## src/rtl/quant_recip_scheduler.sv

```systemverilog
// rtl/quant_recip_scheduler.sv - round-robin shared reciprocal-multiply quantizer
// Requests are arbitrated, scaled by a table reciprocal and rounded over two register stages.
module quant_recip_scheduler #(
    parameter int NREQ   = 4,
    parameter int DW     = 10,
    parameter int RW     = 18,
    parameter int QDEPTH = 8,
    parameter int QAW    = 3,
    localparam int IW    = (NREQ > 1) ? $clog2(NREQ) : 1
) (
    input  logic                clk,
    input  logic                rst,
    input  logic [NREQ-1:0]     req_valid,
    output logic [NREQ-1:0]     req_ready,
    input  logic [NREQ*DW-1:0]  req_coef,
    input  logic [NREQ*QAW-1:0] req_qidx,
    input  logic                cfg_we,
    input  logic [QAW-1:0]      cfg_addr,
    input  logic [RW-1:0]       cfg_data,
    output logic                out_valid,
    input  logic                out_ready,
    output logic [DW-1:0]       out_quot,
    output logic [IW-1:0]       out_id,
    output logic                busy
);

    localparam logic [DW+RW:0] HALF = (DW+RW+1)'(1) << (RW-1);

    logic [RW-1:0]   tbl [QDEPTH];
    logic [IW-1:0]   ptr;
    logic            s1_v;
    logic [DW-1:0]   s1_coef;
    logic [RW-1:0]   s1_recip;
    logic [IW-1:0]   s1_id;

    logic            stall;
    logic            found;
    logic            accept;
    logic [IW-1:0]   gnt;
    logic [DW-1:0]   sel_coef;
    logic [QAW-1:0]  sel_qidx;
    logic [DW+RW-1:0] prod;
    logic [DW+RW:0]  rnd;

    assign stall  = out_valid && !out_ready;
    assign accept = found && !stall;
    assign busy   = s1_v || out_valid;

    // Two passes give a rotating priority: first ptr..NREQ-1, then 0..ptr-1.
    always_comb begin
        found    = 1'b0;
        gnt      = '0;
        sel_coef = '0;
        sel_qidx = '0;
        for (int i = 0; i < NREQ; i++) begin
            if (!found && req_valid[i] && i >= int'(ptr)) begin
                found    = 1'b1;
                gnt      = IW'(i);
                sel_coef = req_coef[i*DW +: DW];
                sel_qidx = req_qidx[i*QAW +: QAW];
            end
        end
        for (int i = 0; i < NREQ; i++) begin
            if (!found && req_valid[i] && i < int'(ptr)) begin
                found    = 1'b1;
                gnt      = IW'(i);
                sel_coef = req_coef[i*DW +: DW];
                sel_qidx = req_qidx[i*QAW +: QAW];
            end
        end
    end

    always_comb begin
        req_ready = '0;
        if (accept) begin
            req_ready[gnt] = 1'b1;
        end
    end

    // Rounded product fits in DW+RW+1 bits; quotient is the DW bits above the fraction.
    assign prod = {{RW{1'b0}}, s1_coef} * {{DW{1'b0}}, s1_recip};
    assign rnd  = {1'b0, prod} + HALF;

    always_ff @(posedge clk or posedge rst) begin
        if (rst) begin
            for (int i = 0; i < QDEPTH; i++) begin
                tbl[i] <= '0;
            end
        end else if (cfg_we) begin
            tbl[cfg_addr] <= cfg_data;
        end
    end

    always_ff @(posedge clk or posedge rst) begin
        if (rst) begin
            ptr       <= '0;
            s1_v      <= 1'b0;
            s1_coef   <= '0;
            s1_recip  <= '0;
            s1_id     <= '0;
            out_valid <= 1'b0;
            out_quot  <= '0;
            out_id    <= '0;
        end else if (!stall) begin
            s1_v <= accept;
            if (accept) begin
                s1_coef  <= sel_coef;
                s1_recip <= tbl[sel_qidx];
                s1_id    <= gnt;
                ptr      <= (gnt == IW'(NREQ-1)) ? '0 : gnt + 1'b1;
            end
            out_valid <= s1_v;
            out_quot  <= rnd[RW +: DW];
            out_id    <= s1_id;
        end
    end

endmodule

```

## config.mk

```make
export PLATFORM = sky130hd
export DESIGN_NAME = quant_recip_scheduler
export DESIGN_NICKNAME = d
export VERILOG_FILES = /design/src/rtl/quant_recip_scheduler.sv
export SDC_FILE = /design/constraint.sdc
export NUM_CORES = 1
export LEC_CHECK = 0
export CAP_MARGIN = 25
export CORE_ASPECT_RATIO = 1.1
export CORE_UTILIZATION = 52
export CTS_CLUSTER_SIZE = 10
export DETAILED_ROUTE_END_ITERATION = 12
export PLACE_DENSITY = 0.77
export SETUP_SLACK_MARGIN = 0.2
export SLEW_MARGIN = 10
export SYNTH_ARGS = -nofsm -noshare
export SYNTH_HDL_FRONTEND = slang
export SYNTH_SLANG_ARGS = --single-unit
```

## constraint.sdc

```tcl
create_clock -name clk -period 7.5 [get_ports clk]
set_input_delay 1.5 -clock clk [delete_from_list [all_inputs] [get_ports clk]]
set_output_delay 1.5 -clock clk [all_outputs]
set_load 0.02 [all_outputs]
```

## After elaboration in Yosys (flattened, before gate mapping)

Cells that the tools add are included.

| storage, ports and cells | value |
|---|---|
| memories | 0 |
| bits in read-only memories | 0 |
| RAM bits | 0 |
| latch bits | 0 |
| register bits after elaboration | 190 |
| word-level logic and storage cells | 97 |

| operators by class | value |
|---|---|
| shifts and indexed selects | 0 |
| reduce and logical (&&, ||, !) cells | 26 |
| $mul | 1 |
| bitwise logic cells | 3 |
| add/sub/neg operators | 2 |
| $lt $le $gt $ge | 11 |
| div/mod/pow operators | 0 |
| eq/ne operators | 1 |
| muxes and demuxes | 37 |

Operator list:

| operator | count |
|---|---|
| 144-bit bitwise mux | 1 |
| 10-bit two-way mux | 7 |
| 18-bit binary-select mux with 3-bit select | 1 |
| 18-bit demux with 3-bit select | 1 |
| 18-bit two-way mux | 3 |
| 28-bit by 18-bit adder with 28-bit output, second input constant | 1 |
| 10-bit by 18-bit multiplier with 28-bit output | 1 |
| 3-bit two-way mux | 7 |
| 1-bit logical AND | 16 |
| 2-bit two-way mux | 6 |
| 1-bit two-way mux | 9 |
| 4-bit >= comparator, second input constant | 2 |
| 1-bit logical NOT | 8 |
| 3-bit NOT with 4-bit output | 2 |
| 1-bit by 2-bit >= comparator with 1-bit output, first input constant | 2 |
| 1-bit by 2-bit less-than comparator with 1-bit output, first input constant | 2 |
| 4-bit by 1-bit less-than comparator with 1-bit output, second input constant | 1 |
| 4-bit two-way mux | 1 |
| 2-bit by 3-bit less-than comparator with 1-bit output, second input constant | 1 |
| 2-bit by 1-bit adder with 2-bit output, second input constant | 1 |
| 1-bit demux with 2-bit select | 1 |
| 2-bit equality test, second input constant | 1 |
| 2-bit by 1-bit >= comparator with 1-bit output, second input constant | 1 |
| 2-bit >= comparator, first input constant | 1 |
| 4 further kinds | 4 |

## Longest topological paths before layout

| logic depth | value |
|---|---|
| word-level depth | 31 |
| gate-level depth with buffers | 21 |
| mapped depth without buffers | 19 |

## Least setup slack after synthesis

No wires, ideal clock.

| timing | value |
|---|---|
| path type | register to register |
| start point | register s1_coef[1] |
| end point | register out_quot[8] |
| path slack | 1.969 ns |
| clock period less this slack | 5.531 ns |
| required time | 7.377 ns |
| arrival | 5.409 ns |
| stages on the path, launching flop included | 20 |
| cell sequence | dfrtp_1 -> clkbuf_1 -> clkbuf_1 -> nand2_1 -> fa_1 -> fa_1 -> inv_1 -> fa_1 -> fa_1 -> inv_1 -> fa_1 -> inv_1 -> ha_1 -> a21oi_1 -> nand2_1 -> a211oi_1 -> a21oi_1 -> o311a_1 -> or4_1 -> o221a_2 |

| between the ends | value |
|---|---|
| word-level cells in the longest chain between the ends | 2 |

RTL lines:

| element | line | RTL |
|---|---|---|
| start, declared | 32 | `logic [DW-1:0] s1_coef;` |
| start signal, assigned | 107 | `s1_coef <= sel_coef;` |
| 10-bit by 18-bit multiplier with 28-bit output | 81 | `assign prod = {{RW{1'b0}}, s1_coef} * {{DW{1'b0}}, s1_recip};` |
| 28-bit by 18-bit adder with 28-bit output | 82 | `assign rnd = {1'b0, prod} + HALF;` |
| end signal, assigned | 113 | `out_quot <= rnd[RW +: DW];` |
| end, declared | 22 | `output logic [DW-1:0] out_quot,` |

Every way passes these cells.
A chain may end at the register's enable or synchronous reset.

## Worst setup path after layout

Same ends and word-level chain as after synthesis.

==> summary.md <==
| Metric | Value |
|---|---|
| Status | `finished with violations` |
| Failing checks | `design-rule violations` |
| Vias/cell | `5.77` |
| Top cell type's share of synthesized area | `32.5%` |
| Total wire length after detailed routing | `33.8 mm` |
| RSZ-0062 raised after global routing | `no` |
| Synthesized cell area | `14600 µm²` |
| Cell mode on critical path | `fa_1` |
| FF-to-FF path depth | `17` |
| Global-route wire length before repair | `56.1 mm` |
| Post-synthesis cell type count | `70` |
| Final WS setup | `1.57 ns` |
| Later-pin clock latency in the skew report | `0.44 ns` |
| Hold Buf Count CTS | `0` |
| Setup Buffers After CTS | `0` |
| H-Tree Depth | `4` |
| Row count | `64` |
| Antenna Cells | `0` |
| Global-route usage over all layers | `24.8%` |
| Sequential area share after synthesis | `32.5%` |
| Slowest cell on the critical path | `dfrtp_1` |
| Critical path depth | `17` |
| TNS Setup | `0 ns` |
| CP required | `7.83 ns` |
| Post-Syn Nets | `1665` |
| Critical-path cell list | `nand2_1 > fa_1 > fa_1 > inv_1 > fa_1 > fa_1 > inv_1 > fa_1 > inv_1 > ha_1 > a21oi_1 > nand2_1 > a211oi_1 > a21oi_1 > o311a_1 > or4_1 > o221a_2` |
| RR Endpoint | `out_quot[8]$_DFFE_PP0N_` |
| Reg2reg setup slack | `1.57 ns` |
| Max Buffers Root-to-Sink | `2` |
| WP data arrival | `6.26 ns` |
| Final setup fails | `0` |
| Reg clk slew, reported paths | `0.08 ns` |
| Hold/Removal Path Class | `reg -> reg` |
| Initial Util | `52.7%` |
| Initial antenna violation count | `0` |
| Core area | `27800 µm²` |
| Worst slew pin tran | `1.07 ns` |
| Area of the multi-input gates | `8950 µm²` |
| Largest net degree at the start of global routing | `69` |
| Vias | `10400` |
| Synthesized area per cell | `10.6 µm²` |
| Drt initial violations | `830` |
| Yosys warns | `0` |
| CTS Buf Count | `17` |
| Root buf cell | `clkbuf_16` |
| GRT overflow | `0` |
| Routed wire length per instance | `18.7 µm` |
| Ys flop type | `dfrtp_1` |
| Largest cells by area after synthesis | `dfrtp_1, fa_1, mux2_2` |
| CTS tree | `yes` |
| Clk sinks | `190` |
| I/O pins | `99` |
| Crit path buffers/inverters | `3` |
| DRC viols | `1` |
| Post-DRT Antenna Nets | `0` |
| Skew final | `0.0227 ns` |
| Critical Path Sink Type | `register` |
| Die W | `162 µm` |
| Area delta synth->final | `12.5%` |
| Filler cell count | `2251` |
| Post-Syn Instances | `1380` |
| Max-cap violations | `0` |
| Register area | `4750 µm²` |
| Fin area | `16500 µm²` |
| Async set or reset register ratio after synthesis | `100%` |
| Die Ht | `178 µm` |
| Synth area leader | `dfrtp_1` |
| Fmax | `169 MHz` |
| Post-synth EDFFs | `0` |
| Drt pass-1 iters | `9` |
| Fin crit share | `79.1%` |
| Crit path max fanout | `19` |
| Fin. max-slew vios | `0` |
| Crit path capture | `out_quot[8]$_DFFE_PP0N_` |
| GP Congestion | `0.856` |
| Worst slack at placement | `1.49 ns` |
| Count of input and output buffers | `98` |
| Post-layout min period | `5.93 ns` |
| Headroom to the max-slew limit | `28.6%` |
| CP startpoint kind | `register` |
| Die ar. | `28800 µm²` |
| Placed Area | `15900 µm²` |
| Number of synthesized register bits | `190` |
| Vias in the first global route | `10900` |
| CP Launch Point | `s1_coef[1]$_DFFE_PP0P_` |
| PostCTS Resize Cnt | `0` |
| Worst reg2reg startpoint | `s1_coef[1]$_DFFE_PP0P_` |
| Layout cells sized above 1 | `14.5%` |
| CP top delay family | `adder cells` |
| Post-layout nets | `1714` |
| Dpl hpwl | `23.8 mm` |
| Final Hold Vio Count | `0` |
| Kind of critical path | `reg -> reg` |
| Crit path largest cell delay | `0.72 ns` |
## logic make-up after synthesis
logic type | after synthesis | share of synthesized area, %
AO/OA/AOI/OAI | 158 | 7.90
XOR/XNOR | 5 | 0.299
adder cells (fa/ha/maj) | 204 | 23.9
buffers and inverters | 243 | 6.56
flip-flops | 190 | 32.5
multiplexers | 216 | 16.3
AND/OR/NAND/NOR | 364 | 12.6
## cell usage in the layout (no fill, tap or decap), types with 4 or more instances in the layout
cell and instances:
mux2i_1 36, nor4_1 5, inv_8 4, and2_1 87, inv_6 5, nand4b_1 4
nand3_1 25, nor3_1 4, a31oi_1 14, a222oi_1 10, a21oi_1 20, nand4_1 23
clkdlybuf4s50_1 98, and3_1 4, clkbuf_16 17, inv_1 156, fa_1 126, o21ai_0 23
o211ai_1 39, ha_1 78, nor2_1 25, dfrtp_1 190, nand2b_1 6, a21o_1 11
buf_4 16, nor3b_1 5, mux2_2 143, o21a_1 5, mux2_1 37, nand2_1 151
o21ai_1 4
## worst reg2reg max path: stages (launching register included)
cell,delay (ns)
dfrtp_1,0.72
nand2_1,0.18
fa_1,0.52
fa_1,0.55
inv_1,0.07
fa_1,0.49
fa_1,0.50
inv_1,0.06
fa_1,0.48
inv_1,0.04
ha_1,0.33
a21oi_1,0.14
nand2_1,0.06
a211oi_1,0.40
a21oi_1,0.24
o311a_1,0.44
or4_1,0.47
o221a_2,0.13
## through the flow
step                std cells  util (%)  hold slack [ns]
finish                   1805      59.3            0.479
global route             1805      59.3            0.501
CTS                      1805      59.3            0.483
detailed placement       1773      57.1            0.460
global placement         1772      57.1            0.455
floorplan                1380         -            0.446
## state kept, by name, summed over array words and instances, names as in the netlist
register	count
out_id	2
s1_coef	10
s1_id	2
tbl	144
ptr	2
out_quot	10
s1_recip	18
out_valid	1
s1_v	1
## synth_stat cells (all sizes together), types with 2 or more instances
cell,n
o22ai,2
mux2i,36
and4,3
or3,2
a211o,3
o311a,2
o211ai,40
o32ai,2
and2,87
and3,4
o211a,2
nor2b,3
xnor2,2
o21ai,27
nor3b,7
nor2,27
ha,78
nand2b,6
a21o,11
a211oi,4
nor3,6
o21a,5
clkbuf,65
o31ai,3
a31oi,14
inv,158
mux2,180
nor4,5
nand3,25
nand4,23
and3b,2
nand4b,4
dfrtp,190
nand2,152
fa,126
buf,20
or2,3
a21oi,20
a222oi,10
xor2,3
## metal layers
| metal | vias up | part of all wire (%) | global-route usage (%) |
|---|---|---|---|
| met3 | 44 | 4.5 | 3.09 |
| met5 | - | 0 | 0 |
| met1 | 5331 | 44 | 32.8 |
| met4 | 0 | 1.5 | 7.39 |
| met2 | 297 | 50 | 42.5 |
| li1 | 4750 | - | - |
## how the worst min path moves through the flow
| stage | cells past startpoint | endpoint | slack, ns | start |
|---|---|---|---|---|
| after detailed placement | 2 | out_id[0]$_DFFE_PP0N_ | 0.46 | out_id[0]$_DFFE_PP0N_ |
| after global routing | 1 | tbl[138]$_DFFE_PP0P_ | 0.50 | tbl[138]$_DFFE_PP0P_ |
| final | 2 | out_quot[5]$_DFFE_PP0N_ | 0.48 | out_quot[5]$_DFFE_PP0N_ |
| after global placement | 2 | out_id[0]$_DFFE_PP0N_ | 0.45 | out_id[0]$_DFFE_PP0N_ |
| after floorplan | 2 | out_id[0]$_DFFE_PP0N_ | 0.45 | s1_id[0]$_DFFE_PP0P_ |
| after CTS | 2 | out_id[0]$_DFFE_PP0N_ | 0.48 | out_id[0]$_DFFE_PP0N_ |
## cell type report
cell class,instances,share of cell area [%]
sequential,190,28.9
clock inverter,14,1.01
inverter,158,3.63
multi-input combinational,947,54.4
tap,363,2.76
timing repair buffer,115,6.78
clock buffer,18,2.61
Power is not shown: default switching activity piles up to over one toggle a cycle in this logic, so the estimate is an artifact.
